[src/rtl/im_uart_loader.sv]
`default_nettype none
// ============================================================================
// Module   : im_uart_loader
// Purpose  : Instruction-memory loader. Turns framed, checksummed UART byte
//            streams into word writes on the instruction-ROM write port, and
//            provides a hardware fill of the whole memory with FILL_VAL.
//            Frame: SYNC, ADDR_LO, ADDR_HI, CNT_LO, CNT_HI, N*BYTES data, CSUM.
// Ports    : clk, rstn (async, active-low)
//            enable              - low aborts any activity, returns to idle
//            clear_req           - one-cycle request to fill memory
//            rx_valid, rx_byte   - byte strobe and data from the UART receiver
//            mem_we/addr/wdata   - registered memory write port
//            busy                - frame or clear in progress
//            done, err_csum, err_len, err_timeout - sticky frame status
//            words_loaded        - words written by the current/last frame
// Revision : 1.0 - initial release
// ============================================================================
module im_uart_loader #(
  parameter int unsigned       DATA_W     = 32,
  parameter int unsigned       ADDR_W     = 11,
  parameter int unsigned       DEPTH      = 2048,
  parameter logic [7:0]        SYNC       = 8'hA5,
  parameter logic [DATA_W-1:0] FILL_VAL   = DATA_W'(32'h0000_0013),
  parameter bit                BIG_ENDIAN = 1'b0,
  parameter int unsigned       TIMEOUT    = 1000000
) (
  input  logic              clk,
  input  logic              rstn,
  input  logic              enable,
  input  logic              clear_req,
  input  logic              rx_valid,
  input  logic [7:0]        rx_byte,
  output logic              mem_we,
  output logic [ADDR_W-1:0] mem_addr,
  output logic [DATA_W-1:0] mem_wdata,
  output logic              busy,
  output logic              done,
  output logic              err_csum,
  output logic              err_len,
  output logic              err_timeout,
  output logic [ADDR_W:0]   words_loaded
);

  localparam int unsigned BYTES = DATA_W / 8;
  localparam int unsigned IDX_W = (BYTES > 1) ? $clog2(BYTES) : 1;
  // The timer only ever holds 0..TIMEOUT-1.
  localparam int unsigned TMR_W = (TIMEOUT > 1) ? $clog2(TIMEOUT) : 1;
  // Wide enough for base + 16-bit count without overflow.
  localparam int unsigned CHK_W = ((ADDR_W > 16) ? ADDR_W : 16) + 1;

  typedef enum logic [2:0] {
    S_IDLE, S_A_LO, S_A_HI, S_C_LO, S_C_HI, S_DATA, S_CHK, S_CLEAR
  } state_t;

  state_t             state_q, state_d;
  logic               mem_we_q, mem_we_d;
  logic [ADDR_W-1:0]  mem_addr_q, mem_addr_d;
  logic [DATA_W-1:0]  mem_wdata_q, mem_wdata_d;
  logic               busy_q, busy_d;
  logic               done_q, done_d;
  logic               err_csum_q, err_csum_d;
  logic               err_len_q, err_len_d;
  logic               err_timeout_q, err_timeout_d;
  logic [ADDR_W:0]    words_loaded_q, words_loaded_d;
  logic [7:0]         addr_lo_q, addr_lo_d;
  logic [7:0]         cnt_lo_q, cnt_lo_d;
  logic [ADDR_W-1:0]  base_q, base_d;
  logic [ADDR_W:0]    cnt_q, cnt_d;
  logic [DATA_W-1:0]  word_q, word_d;
  logic [IDX_W-1:0]   byte_idx_q, byte_idx_d;
  logic [7:0]         sum_q, sum_d;
  logic [TMR_W-1:0]   timer_q, timer_d;

  logic [15:0]        w_cnt;
  logic [CHK_W-1:0]   w_end;
  logic [7:0]         w_sum;
  logic               w_last;
  logic [IDX_W-1:0]   w_pos;
  logic [DATA_W-1:0]  w_word;

  always_comb begin
    state_d        = state_q;
    mem_we_d       = 1'b0;
    mem_addr_d     = mem_addr_q;
    mem_wdata_d    = mem_wdata_q;
    busy_d         = busy_q;
    done_d         = done_q;
    err_csum_d     = err_csum_q;
    err_len_d      = err_len_q;
    err_timeout_d  = err_timeout_q;
    words_loaded_d = words_loaded_q;
    addr_lo_d      = addr_lo_q;
    cnt_lo_d       = cnt_lo_q;
    base_d         = base_q;
    cnt_d          = cnt_q;
    word_d         = word_q;
    byte_idx_d     = byte_idx_q;
    sum_d          = sum_q;
    timer_d        = timer_q;

    w_cnt  = {rx_byte, cnt_lo_q};
    w_end  = CHK_W'(base_q) + CHK_W'(w_cnt);
    w_sum  = sum_q + rx_byte;
    w_last = (byte_idx_q == IDX_W'(BYTES - 1));
    // Byte lane for the incoming byte inside the word being assembled.
    w_pos  = BIG_ENDIAN ? (IDX_W'(BYTES - 1) - byte_idx_q) : byte_idx_q;
    w_word = word_q;
    for (int b = 0; b < int'(BYTES); b++) begin
      if (w_pos == IDX_W'(b)) w_word[b*8 +: 8] = rx_byte;
    end

    if (!enable) begin
      // Abort: back to idle silently; mem_we_d already defaults low.
      state_d = S_IDLE;
      busy_d  = 1'b0;
      timer_d = '0;
    end else begin
      case (state_q)
        S_IDLE: begin
          if (clear_req) begin
            // clear_req has priority over a byte arriving in the same cycle.
            state_d       = S_CLEAR;
            busy_d        = 1'b1;
            done_d        = 1'b0;
            err_csum_d    = 1'b0;
            err_len_d     = 1'b0;
            err_timeout_d = 1'b0;
            mem_we_d      = 1'b1;
            mem_addr_d    = '0;
            mem_wdata_d   = FILL_VAL;
          end else if (rx_valid && (rx_byte == SYNC)) begin
            state_d        = S_A_LO;
            busy_d         = 1'b1;
            done_d         = 1'b0;
            err_csum_d     = 1'b0;
            err_len_d      = 1'b0;
            err_timeout_d  = 1'b0;
            words_loaded_d = '0;
            sum_d          = '0;
            timer_d        = '0;
          end
        end

        S_CLEAR: begin
          if (mem_addr_q == ADDR_W'(DEPTH - 1)) begin
            state_d = S_IDLE;
            busy_d  = 1'b0;
          end else begin
            mem_we_d   = 1'b1;
            mem_addr_d = mem_addr_q + 1'b1;
          end
        end

        default: begin
          if (rx_valid) begin
            timer_d = '0;
            sum_d   = w_sum;
            case (state_q)
              S_A_LO: begin
                addr_lo_d = rx_byte;
                state_d   = S_A_HI;
              end
              S_A_HI: begin
                base_d  = ADDR_W'({rx_byte, addr_lo_q});
                state_d = S_C_LO;
              end
              S_C_LO: begin
                cnt_lo_d = rx_byte;
                state_d  = S_C_HI;
              end
              S_C_HI: begin
                if ((w_cnt == 16'd0) || (w_end > CHK_W'(DEPTH))) begin
                  err_len_d = 1'b1;
                  busy_d    = 1'b0;
                  state_d   = S_IDLE;
                end else begin
                  cnt_d      = (ADDR_W+1)'(w_cnt);
                  byte_idx_d = '0;
                  state_d    = S_DATA;
                end
              end
              S_DATA: begin
                word_d = w_word;
                if (w_last) begin
                  byte_idx_d     = '0;
                  mem_we_d       = 1'b1;
                  mem_addr_d     = base_q + words_loaded_q[ADDR_W-1:0];
                  mem_wdata_d    = w_word;
                  words_loaded_d = words_loaded_q + 1'b1;
                  if ((words_loaded_q + 1'b1) == cnt_q) state_d = S_CHK;
                end else begin
                  byte_idx_d = byte_idx_q + 1'b1;
                end
              end
              S_CHK: begin
                // Sum over everything after SYNC, CSUM included, must be zero.
                if (w_sum == 8'd0) done_d = 1'b1;
                else               err_csum_d = 1'b1;
                busy_d  = 1'b0;
                state_d = S_IDLE;
              end
              default: state_d = S_IDLE;
            endcase
          end else if (timer_q == TMR_W'(TIMEOUT - 1)) begin
            err_timeout_d = 1'b1;
            busy_d        = 1'b0;
            state_d       = S_IDLE;
          end else begin
            timer_d = timer_q + 1'b1;
          end
        end
      endcase
    end
  end

  always_ff @(posedge clk or negedge rstn) begin
    if (!rstn) begin
      state_q        <= S_IDLE;
      mem_we_q       <= 1'b0;
      mem_addr_q     <= '0;
      mem_wdata_q    <= '0;
      busy_q         <= 1'b0;
      done_q         <= 1'b0;
      err_csum_q     <= 1'b0;
      err_len_q      <= 1'b0;
      err_timeout_q  <= 1'b0;
      words_loaded_q <= '0;
      addr_lo_q      <= '0;
      cnt_lo_q       <= '0;
      base_q         <= '0;
      cnt_q          <= '0;
      word_q         <= '0;
      byte_idx_q     <= '0;
      sum_q          <= '0;
      timer_q        <= '0;
    end else begin
      state_q        <= state_d;
      mem_we_q       <= mem_we_d;
      mem_addr_q     <= mem_addr_d;
      mem_wdata_q    <= mem_wdata_d;
      busy_q         <= busy_d;
      done_q         <= done_d;
      err_csum_q     <= err_csum_d;
      err_len_q      <= err_len_d;
      err_timeout_q  <= err_timeout_d;
      words_loaded_q <= words_loaded_d;
      addr_lo_q      <= addr_lo_d;
      cnt_lo_q       <= cnt_lo_d;
      base_q         <= base_d;
      cnt_q          <= cnt_d;
      word_q         <= word_d;
      byte_idx_q     <= byte_idx_d;
      sum_q          <= sum_d;
      timer_q        <= timer_d;
    end
  end

  assign mem_we       = mem_we_q;
  assign mem_addr     = mem_addr_q;
  assign mem_wdata    = mem_wdata_q;
  assign busy         = busy_q;
  assign done         = done_q;
  assign err_csum     = err_csum_q;
  assign err_len      = err_len_q;
  assign err_timeout  = err_timeout_q;
  assign words_loaded = words_loaded_q;

endmodule
`default_nettype wire

[config.mk]
export PLATFORM = sky130hd
export DESIGN_NAME = im_uart_loader
export DESIGN_NICKNAME = d
export VERILOG_FILES = /design/src/rtl/im_uart_loader.sv
export SDC_FILE = /design/constraint.sdc
export NUM_CORES = 1
export LEC_CHECK = 0
export ABC_CLOCK_PERIOD_IN_PS = 8650
export BUFFER_PORTS_ARGS = -buffer_cell sky130_fd_sc_hd__buf_2
export CORE_MARGIN = 2
export CORE_UTILIZATION = 45
export CTS_BUF_LIST = sky130_fd_sc_hd__clkbuf_16
export CTS_CLUSTER_DIAMETER = 80
export DETAILED_ROUTE_END_ITERATION = 10
export HOLD_SLACK_MARGIN = 0.02
export PLACE_DENSITY = 0.67
export SLEW_MARGIN = 15
export SYNTH_ARGS = -nofsm -noshare
export SYNTH_HDL_FRONTEND = slang
export SYNTH_SLANG_ARGS = --single-unit
[constraint.sdc]
create_clock -name clk -period 8.65 [get_ports clk]
set_input_delay 0 -clock clk [delete_from_list [all_inputs] [get_ports clk]]
set_output_delay 0 -clock clk [all_outputs]
set_load 0.1 [all_outputs]
==> results of run 1 <==
[synthesized netlist by cell type (3+ instances only)]
cell type    n  area (sq um)
nor4_1       7          43.8
xnor2_1     29           254
mux2i_1     27           270
or3_1        9          56.3
mux2_2      53           597
and3_1      16           100
nor3b_1      5          37.5
nor2_1      60           225
nand2b_1     8          50.1
o31ai_1     10          75.1
clkbuf_1    39           146
nand2_1     89           334
buf_1        3          11.3
mux2_4      10           150
nand3_1     25           125
nor2b_1      9          56.3
a31oi_1     13          81.3
inv_1       27           101
o21a_1       4          30.0
nor3_1      14          70.1
fa_1         3          60.1
xor2_1      14           123
or4_1        3          22.5
o22ai_1      3          18.8
or2_2        3          18.8
nand4_1     14          87.6
a22o_1      18           158
dfrtp_1    158          3950
o41ai_1      3          26.3
o21ai_0     89           445
ha_1        35           438
a21oi_1     33           165
a22oi_1      5          37.5
a21o_1      10          75.1
[worst max-delay path: stages (launching register included)]
cell	delay, ns
dfrtp_1	0.56
nor3_1	0.76
nand2b_1	0.23
nand4_1	0.56
inv_1	0.25
nand2_1	0.41
buf_4	0.39
o21ai_0	0.17
[what timing repair did]
item / in CTS / in global routing
hold buffers: 2 / 0
gates resized for setup: 0 / 0
hold endpoints to repair: 79 / 0
buffers inserted: 0 / 0
endpoints found under the setup margin: 0 / 0
[report_power, final]
group,switching (mW),internal [mW]
logic,1.27,0.543
clock network,0.329,0.400
registers,0.204,0.942
total,1.81,1.89
[sequential cells by signal (all words and copies together), names as in the netlist, 2 cells and up]
register	count
mem_wdata	32
word_q	25
timer_q	20
cnt_q	12
words_loaded	12
base_q	11
mem_addr	11
addr_lo_q	8
cnt_lo_q	8
sum_q	8
state_q	3
byte_idx_q	2
[per-layer routing]
metal / share of wire (%) / global-route usage, % / routed length (microns)
met1: 48 / 30.9 / 10400
met2: 47 / 35.6 / 10200
met3: 4.2 / 4.07 / 910
met4: 1.5 / 5.83 / 318
met5: 0 / 0 / 0
[kinds of logic after synthesis]
family          count (synthesis)  synth area share (%)
compound gates                219                  15.8
xor+xnor                       43                  4.25
fa+ha+maj                      38                  5.62
buf+inv                        72                  3.17
flops                         158                  44.7
mux                            90                  11.5
simple gates                  273                  15.0
[metrics by stage]
step           worst slack [ns]  std cells  area, sq um  util (%)
3_3_place_gp               5.26       1192         9420      48.6
3_5_place_dp               5.21       1192         9420      48.6
6_report                   5.17       1226        10000      51.6
4_1_cts                    5.18       1226        10000      51.6
2_1_floorplan              5.38        893         8850         -
5_1_grt                    4.80       1226        10000      51.6
[path summary, 6_finish.rpt]
kind                            start            end
hold reg to reg            word_q[27]     word_q[27]
max in group asynchronous        rstn   mem_wdata[3]
setup / recovery           state_q[1]  mem_wdata[15]
hold / removal                 enable           done
setup reg to reg           state_q[1]  mem_wdata[15]
min in group asynchronous        rstn    timer_q[17]
[final cells by class]
class / count / area, sq um / area share, %
multi-input combinational: 663 / 4620 / 46.2
sequential: 158 / 3950 / 39.5
timing repair buffer: 81 / 437 / 4.36
clock buffer: 17 / 425 / 4.25
tap: 265 / 332 / 3.31
clock inverter: 15 / 136 / 1.36
inverter: 27 / 101 / 1.01
==> run metrics, run 1 <==
status finished, final reports clean; r2r setup slk 5.17 ns; initial antenna violation count 0; Setup Skew ~0.012 ns; Post-synth ARST share 100%; crit share post-route between 40% and 50%; CTS root buffer clkbuf_16; most frequent cells in the layout dfrtp_1 (158), nand2_1 (89), o21ai_0 (89), buf_2 (72), nor2_1 (60); Crit path arrival time roughly 3.8 ns; total die area 20800 sq um; grt ovf 0; Synth cell types 69; RSZ-0062 raised after global routing false; Pleak 4.69 nW; sequential fraction of the synthesis area 44.7%; Layout Area Growth over Synthesis 13.0%; number of synthesized flops with an enable pin 0; Std-Cell Rows 51; Slew @ Worst Pin 0.999 ns; Worst Hold Slack about 0.045 ns; relative slew slack 33.4%; Max Freq 287 MHz; post-route ant nets 0; largest net degree at the start of global routing 81; setup TNS 0 ns; max-cap viol count 0; wire length of the first global-routing pass 35.6 mm; pwr dens 369 nW/um^2; minimum clock period 3.48 ns; Longest Clk Path Bufs 2; commonest non-fill, non-tap cell in the layout dfrtp_1; syn_nets ~940; WHS Path Cells 3; synthesized cell area between 8000 and 9000 sq um; Inserted Clock Buffers 17; clk slew on worst S/H paths roughly 0.070 ns; wire length per cell 17.8 microns; crit start category flip-flop; CTS sink count approximately 160; Setup crit end kind flip-flop; prevailing post-synth register cell dfrtp_1; HPWL Detailed between 10 and 15 mm; Synth Area per Inst 9.91 sq um; IO Port Bufs 73; synthesized flop and latch total 158; critical path type flip-flop to flip-flop; Initial Util about 46%; number of global-route vias before repair 6626; Initial DRT Pass Iterations 5; CTS tree built; VDD IR max 286 uV; top-level I/O count 74; setup violators final 0; Total GRT Usage 22.1%; Clock H-tree levels 4; final wirelength 21.8 mm; Warnings, synthesis 0; core area 19400 sq um; Tot Pwr roughly 3.7 mW; gp weighted congestion slightly above 0.9; ratio of cells with drive above 1 in the final layout 19.1%; FILL cells 1802; drt via density roughly 5.7; DR iter-0 viols 485; Data required, critical path 8.95 ns; final max-slew violation count 0; Mapped Cells 893; DIE WIDTH 144 microns; DIE HEIGHT 144 microns; worst-path fanout max 26; final net count 999; ANT cells 0; clk_lat worst skew 0.44 ns; FF-to-FF path depth 7; class of the worst hold path primary input to flip-flop; Hold Vio Cnt, Final 0; Residual DRC 0; vias 6986
Note: power is estimated with default switching activity, not from simulation.
==> run 2, diff against run 1 <==
ABC_CLOCK_PERIOD_IN_PS = 3500   (was 8650)
clock period = 3.5 ns   (was 8.65 ns; I/O delays follow)
==> run metrics, run 2 (same netlist as run 1, synthesis figures left out) <==
status finished, final reports clean (unchanged); Residual DRC 0 (unchanged); CTS tree built (unchanged); hold path start enable (unchanged); Longest Clk Path Bufs 2 (unchanged); Pleak 4.79 nW (was 4.69 nW); Initial DRT Pass Iterations 7 (was 5); Pint 4.86 mW (was 1.89 mW); Sw Pwr 4.42 mW (was 1.81 mW); post-route ant nets 0 (unchanged); Slew @ Worst Pin 0.922 ns (was 0.999 ns); post-route cell area 10200 sq um (was 10000 sq um); relative slew slack 38.0% (was 33.4%); CTS sink count 158 (unchanged); WHS Path Cells 3 (unchanged); crit path cell chain ha_1, fa_1, a211oi_1, mux2i_1, a2bb2oi_1, a2111oi_2, and3_1, o221ai_2, or3_4, mux2_4 (was nor3_1, nand2b_1, nand4_1, inv_1, nand2_1, buf_4, o21ai_0); critical path type flip-flop to flip-flop (unchanged); Crit path arrival time 3.56 ns (was 3.78 ns); final max-slew violation count 0 (unchanged); DIE WIDTH 144 microns (unchanged); DIE HEIGHT 144 microns (unchanged); slowest stage delay, CP 0.46 ns (was 0.76 ns); total die area 20800 sq um (unchanged); worst r2r dst cnt_q[9] (was mem_wdata[15]); Initial Util 45.6% (unchanged); ratio of cells with drive above 1 in the final layout 20.6% (was 19.1%); setup violators final 0 (unchanged); largest net degree at the start of global routing 89 (was 81); Comb power frac 49.5% (was 49.2%); class of the worst hold path primary input to flip-flop (unchanged); setup TNS 0 ns (unchanged); share of power burned in registers 30.1% (was 31.0%); top-level I/O count 74 (unchanged); wire length of the first global-routing pass 35.3 mm (was 35.6 mm); Critical R2R Launch cnt_lo_q[0] (was state_q[1]); max reg flops 32 (unchanged); wire length per cell 17.5 microns (was 17.8 microns); VDD IR max 745 uV (was 286 uV); most frequent cells in the layout dfrtp_1 (158), nand2_1 (89), o21ai_0 (89), buf_2 (72), nor2_1 (60) (unchanged); drt via density 5.63 (was 5.70); Layout Area Growth over Synthesis 15.1% (was 13.0%); Crit-path slowest cell or3_4 (was nor3_1); setup slack after layout 0.245 ns (was 5.17 ns); Hold Vio Cnt, Final 0 (unchanged); core area 19400 sq um (unchanged); Worst Hold Slack 0.0520 ns (was 0.0451 ns); Tot Pwr 9.28 mW (was 3.69 mW); Total GRT Usage 21.7% (was 22.1%); worst-path fanout max 12 (was 26); clock group share of total power 20.4% (was 19.7%); number of global-route vias before repair 6657 (was 6626); switching share of power 47.6% (was 49.0%); grt ovf 0 (unchanged); r2r setup slk 0.25 ns (was 5.17 ns); Max Freq 307 MHz (was 287 MHz); DR iter-0 viols 409 (was 485); max-cap viol count 0 (unchanged); Data required, critical path 3.81 ns (was 8.95 ns); FF-to-FF path depth 10 (was 7); CTS root buffer clkbuf_16 (unchanged); crit share post-route 93.0% (was 40.3%); gp weighted congestion 0.881 (was 0.923); post-route insts no fill 1245 (was 1226); pwr dens 911 nW/um^2 (was 369 nW/um^2); final wirelength 21.7 mm (was 21.8 mm); Inst Count DP 1210 (was 1192); Std-Cell Rows 51 (unchanged); vias 7013 (was 6986); Inserted Clock Buffers 17 (unchanged); Setup Skew 0.00813 ns (was 0.0122 ns); crit start category flip-flop (unchanged); RSZ-0062 raised after global routing false (unchanged); HPWL Detailed 15.3 mm (was 14.9 mm); commonest non-fill, non-tap cell in the layout dfrtp_1 (unchanged); final net count 1018 (was 999); ANT cells 0 (unchanged); Setup crit end kind flip-flop (unchanged); clk_lat worst skew 0.43 ns (was 0.44 ns); Place WS 0.260 ns (was 5.21 ns); initial antenna violation count 0 (unchanged); IO Port Bufs 73 (unchanged); post-CTS repair timing setup buffer count 0 (unchanged); Cell Area, Placed 9560 sq um (was 9420 sq um); FILL cells 1778 (was 1802); fin util 52.5% (was 51.6%); WHS Endpoint done (unchanged); clk slew on worst S/H paths 0.07 ns (about the same); minimum clock period 3.25 ns (was 3.48 ns); Clock H-tree levels 4 (unchanged)
## run 2: changes by cell type in the layout (fill, tap and decap cells not counted), sizes merged
cell / change
buf: +18
inv: -5
clkinvlp: +2
dlygate4sd3: +1
clkinv: +1
bufinv: +2
## run 2: critical path: cells and delay by family (launching register included)
kind,cells,cell delay (ns)
AOI/OAI and AO/OA,4,0.83
and+or+nand+nor,2,0.68
adders and majority gates,2,0.67
muxes,2,0.55
DFF,1,0.41
## run 2: power groups by stage
stage | combinational, mW | clock [mW] | sequential (mW)
2_1_floorplan | 2.22 | 0 | 4.15
3_3_place_gp | 4.56 | 0 | 2.80
3_5_place_dp | 4.58 | 0 | 2.81
5_1_grt | 4.95 | 2.00 | 2.86
6_report | 4.59 | 1.89 | 2.79
4_1_cts | 4.60 | 1.93 | 2.79
## run 2: final cells by class
cell class	count	area, sq um	share of cell area, %
clock buffers	17	425	4.18
inverters	27	101	0.995
well taps	265	332	3.26
repair buffers	100	582	5.71
multi-input cells	663	4620	45.4
clock inverters	15	173	1.70
flip-flops and latches	158	3950	38.8
## run 2: per-layer routing
layer,share of wire (%),global-route usage (%)
met2,46,34.8
met4,1.6,6.18
met3,4.1,3.54
met5,0,0
met1,48,30.7
## run 2: repair_timing
item                      4_1_cts  5_1_grt
resized for setup               0        0
hold endpoints to repair       87        0
hold buffers                    3        0
## run 2: how the worst max path moves through the flow
stage	start	end	slack, ns
3_5_place_dp	cnt_lo_q[0]	cnt_q[7]	0.26
3_3_place_gp	cnt_lo_q[0]	cnt_q[9]	0.29
2_1_floorplan	words_loaded[2]	state_q[0]	0.23
5_1_grt	cnt_lo_q[0]	cnt_q[1]	0.12
6_report	cnt_lo_q[0]	cnt_q[9]	0.25
4_1_cts	cnt_lo_q[0]	cnt_q[7]	0.25
==> run 3, diff against run 2 <==
ABC_CLOCK_PERIOD_IN_PS = 2700   (was 3500)
PLACE_DENSITY = 0.69   (was 0.67)
clock period = 2.7 ns   (was 3.5 ns; I/O delays follow)
==> run metrics, run 3 (same netlist as run 1, synthesis figures left out) <==
hold path start rx_byte[6] (was enable); final wirelength 22.9 mm (was 21.7 mm); CP delay by family, top simple AND/OR/NAND/NOR gates (was compound AO/OA/AOI/OAI gates); VDD IR max 811 uV (was 745 uV); Residual DRC 0 (unchanged); max reg flops 32 (unchanged); CTS tree built (unchanged); Place WS -0.460 ns (was 0.260 ns); most frequent cells in the layout dfrtp_1 (141), nand2_1 (89), o21ai_0 (87), buf_4 (85), buf_2 (72) (was dfrtp_1 (158), nand2_1 (89), o21ai_0 (89), buf_2 (72), nor2_1 (60)); setup slack after layout -0.463 ns (was 0.245 ns); failing checks negative setup slack; Setup crit end kind flip-flop (unchanged); status complete, but fails checks (was finished, final reports clean); largest net degree at the start of global routing 68 (was 89); Setup Skew 0.0103 ns (was 0.00813 ns); Max Freq 316 MHz (was 307 MHz); vias 7368 (was 7013); critical path type flip-flop to flip-flop (unchanged); Layout Area Growth over Synthesis 22.0% (was 15.1%); Initial Util 45.6% (unchanged); Total GRT Usage 23.2% (was 21.7%); max-cap viol count 0 (unchanged); gp weighted congestion 0.922 (was 0.881); wire length per cell 17.5 microns (about the same); Clock H-tree levels 4 (unchanged); initial antenna violation count 0 (unchanged); crit path buf inv count 0 (unchanged); Initial DRT Pass Iterations 4 (was 7); IO Port Bufs 73 (unchanged); core area 19400 sq um (unchanged); slowest stage delay, CP 0.44 ns (was 0.46 ns); ratio of cells with drive above 1 in the final layout 28.4% (was 20.6%); Longest Clk Path Bufs 2 (unchanged); Hold Vio Cnt, Final 0 (unchanged); ANT cells 0 (unchanged); wire length of the first global-routing pass 37.7 mm (was 35.3 mm); minimum clock period 3.16 ns (was 3.25 ns); fin util 55.7% (was 52.5%); post-route ant nets 0 (unchanged); DIE WIDTH 144 microns (unchanged); total die area 20800 sq um (unchanged); setup violators final 18 (was 0); clk slew on worst S/H paths 0.08 ns (was 0.07 ns); crit start category flip-flop (unchanged); Std-Cell Rows 51 (unchanged); crit path launch cnt_lo_q[0] (unchanged); final net count 1082 (was 1018); CTS root buffer clkbuf_16 (unchanged); Worst Hold Slack 0.0438 ns (was 0.0520 ns); HPWL Detailed 16.2 mm (was 15.3 mm); Crit path arrival time 3.48 ns (was 3.56 ns); Inserted Clock Buffers 17 (unchanged); number of global-route vias before repair 7250 (was 6657); DIE HEIGHT 144 microns (unchanged); Pleak 5.11 nW (was 4.79 nW); drt via density 5.63 (about the same); Slew @ Worst Pin 0.652 ns (was 0.922 ns); worst-path fanout max 6 (was 12); setup TNS -7.11 ns (was 0 ns); Crit-path slowest cell or3_4 (unchanged); final max-slew violation count 0 (unchanged); CTS sink count 158 (unchanged); crit path cell chain ha_2, fa_2, xor2_1, a2111oi_0, nand4_1, a2111oi_2, and3_1, o221ai_2, or3_4, mux2_4 (was ha_1, fa_1, a211oi_1, mux2i_1, a2bb2oi_1, a2111oi_2, and3_1, o221ai_2, or3_4, mux2_4); RSZ-0062 raised after global routing true (was false); crit share post-route 117% (was 93.0%); clk_lat worst skew 0.44 ns (was 0.43 ns); pwr dens 1170 nW/um^2 (was 911 nW/um^2); relative slew slack 56.6% (was 38.0%); top-level I/O count 74 (unchanged); commonest non-fill, non-tap cell in the layout dfrtp_1 (unchanged); Data required, critical path 3.02 ns (was 3.81 ns); Critical R2R Launch cnt_lo_q[0] (unchanged); DR iter-0 viols 378 (was 409); grt ovf 0 (unchanged); class of the worst hold path primary input to flip-flop (unchanged)
[run 3: changes by cell type in the layout (fill, tap and decap cells not counted), moves of 4 or more]
cell,before,now
dfrtp_1,158,141
buf_4,24,85
clkinv_8,0,6
dfrtp_4,0,4
clkinvlp_4,4,0
dfrtp_2,0,13
[run 3: path summary, 6_finish.rpt]
path	end	slack [ns]	cells past startpoint
max	cnt_q[6]	-0.46	10
min	mem_wdata[30]	0.04	3
max reg2reg	cnt_q[6]	-0.46	10
min reg2reg	mem_wdata[31]	0.48	2
max in group asynchronous	busy	1.77	3
min in group asynchronous	mem_addr[0]	0.14	2
[run 3: per-stage QoR]
| step | power [mW] | instances | cell area (sq um) |
|---|---|---|---|
| detailed placement | 10.1 | 1269 | 10100 |
| global placement | 10.0 | 1269 | 10100 |
| global route | 13.4 | 1309 | 10800 |
| floorplan | 8.31 | 893 | 8930 |
| finish | 12.6 | 1309 | 10800 |
| CTS | 12.7 | 1307 | 10800 |
[run 3: what timing repair did]
action                                  4_1_cts  5_1_grt
pin swaps                                     7        3
endpoints found under the hold margin        71        0
gates cloned                                  1        0
resized for setup                             9        3
setup buffers                                 1        2
hold buffers                                  4        0
endpoints found under the setup margin       20       21
[run 3: per-layer routing]
metal | track usage (%) | vias to the layer above | part of all wire, %
met5 | 0 | - | 0
li1 | - | 3521 | -
met1 | 30.5 | 3611 | 45
met4 | 10.4 | 0 | 3.9
met2 | 37.4 | 190 | 46
met3 | 4.50 | 46 | 4.6
[run 3: layout make-up]
| type | instances | area, sq um |
|---|---|---|
| Multi-Input combinational cell | 664 | 4700 |
| Clock inverter | 15 | 191 |
| Fill cell | 1762 | 8600 |
| Tap cell | 265 | 332 |
| Sequential cell | 158 | 3990 |
| Clock buffer | 17 | 425 |
| Inverter | 27 | 101 |
| Timing Repair Buffer | 163 | 1070 |
[run 3: worst reg2reg max path: stages (launching register included)]
cell and delay, ns:
dfrtp_1 0.39, ha_2 0.21, fa_2 0.39, xor2_1 0.16, a2111oi_0 0.33, nand4_1 0.16, a2111oi_2 0.26, and3_1 0.23
o221ai_2 0.16, or3_4 0.44, mux2_4 0.32
[run 3: where the power goes]
part,internal [mW],switching (mW)
combinational,2.24,4.44
sequential,3.04,0.473
clock,1.26,1.19
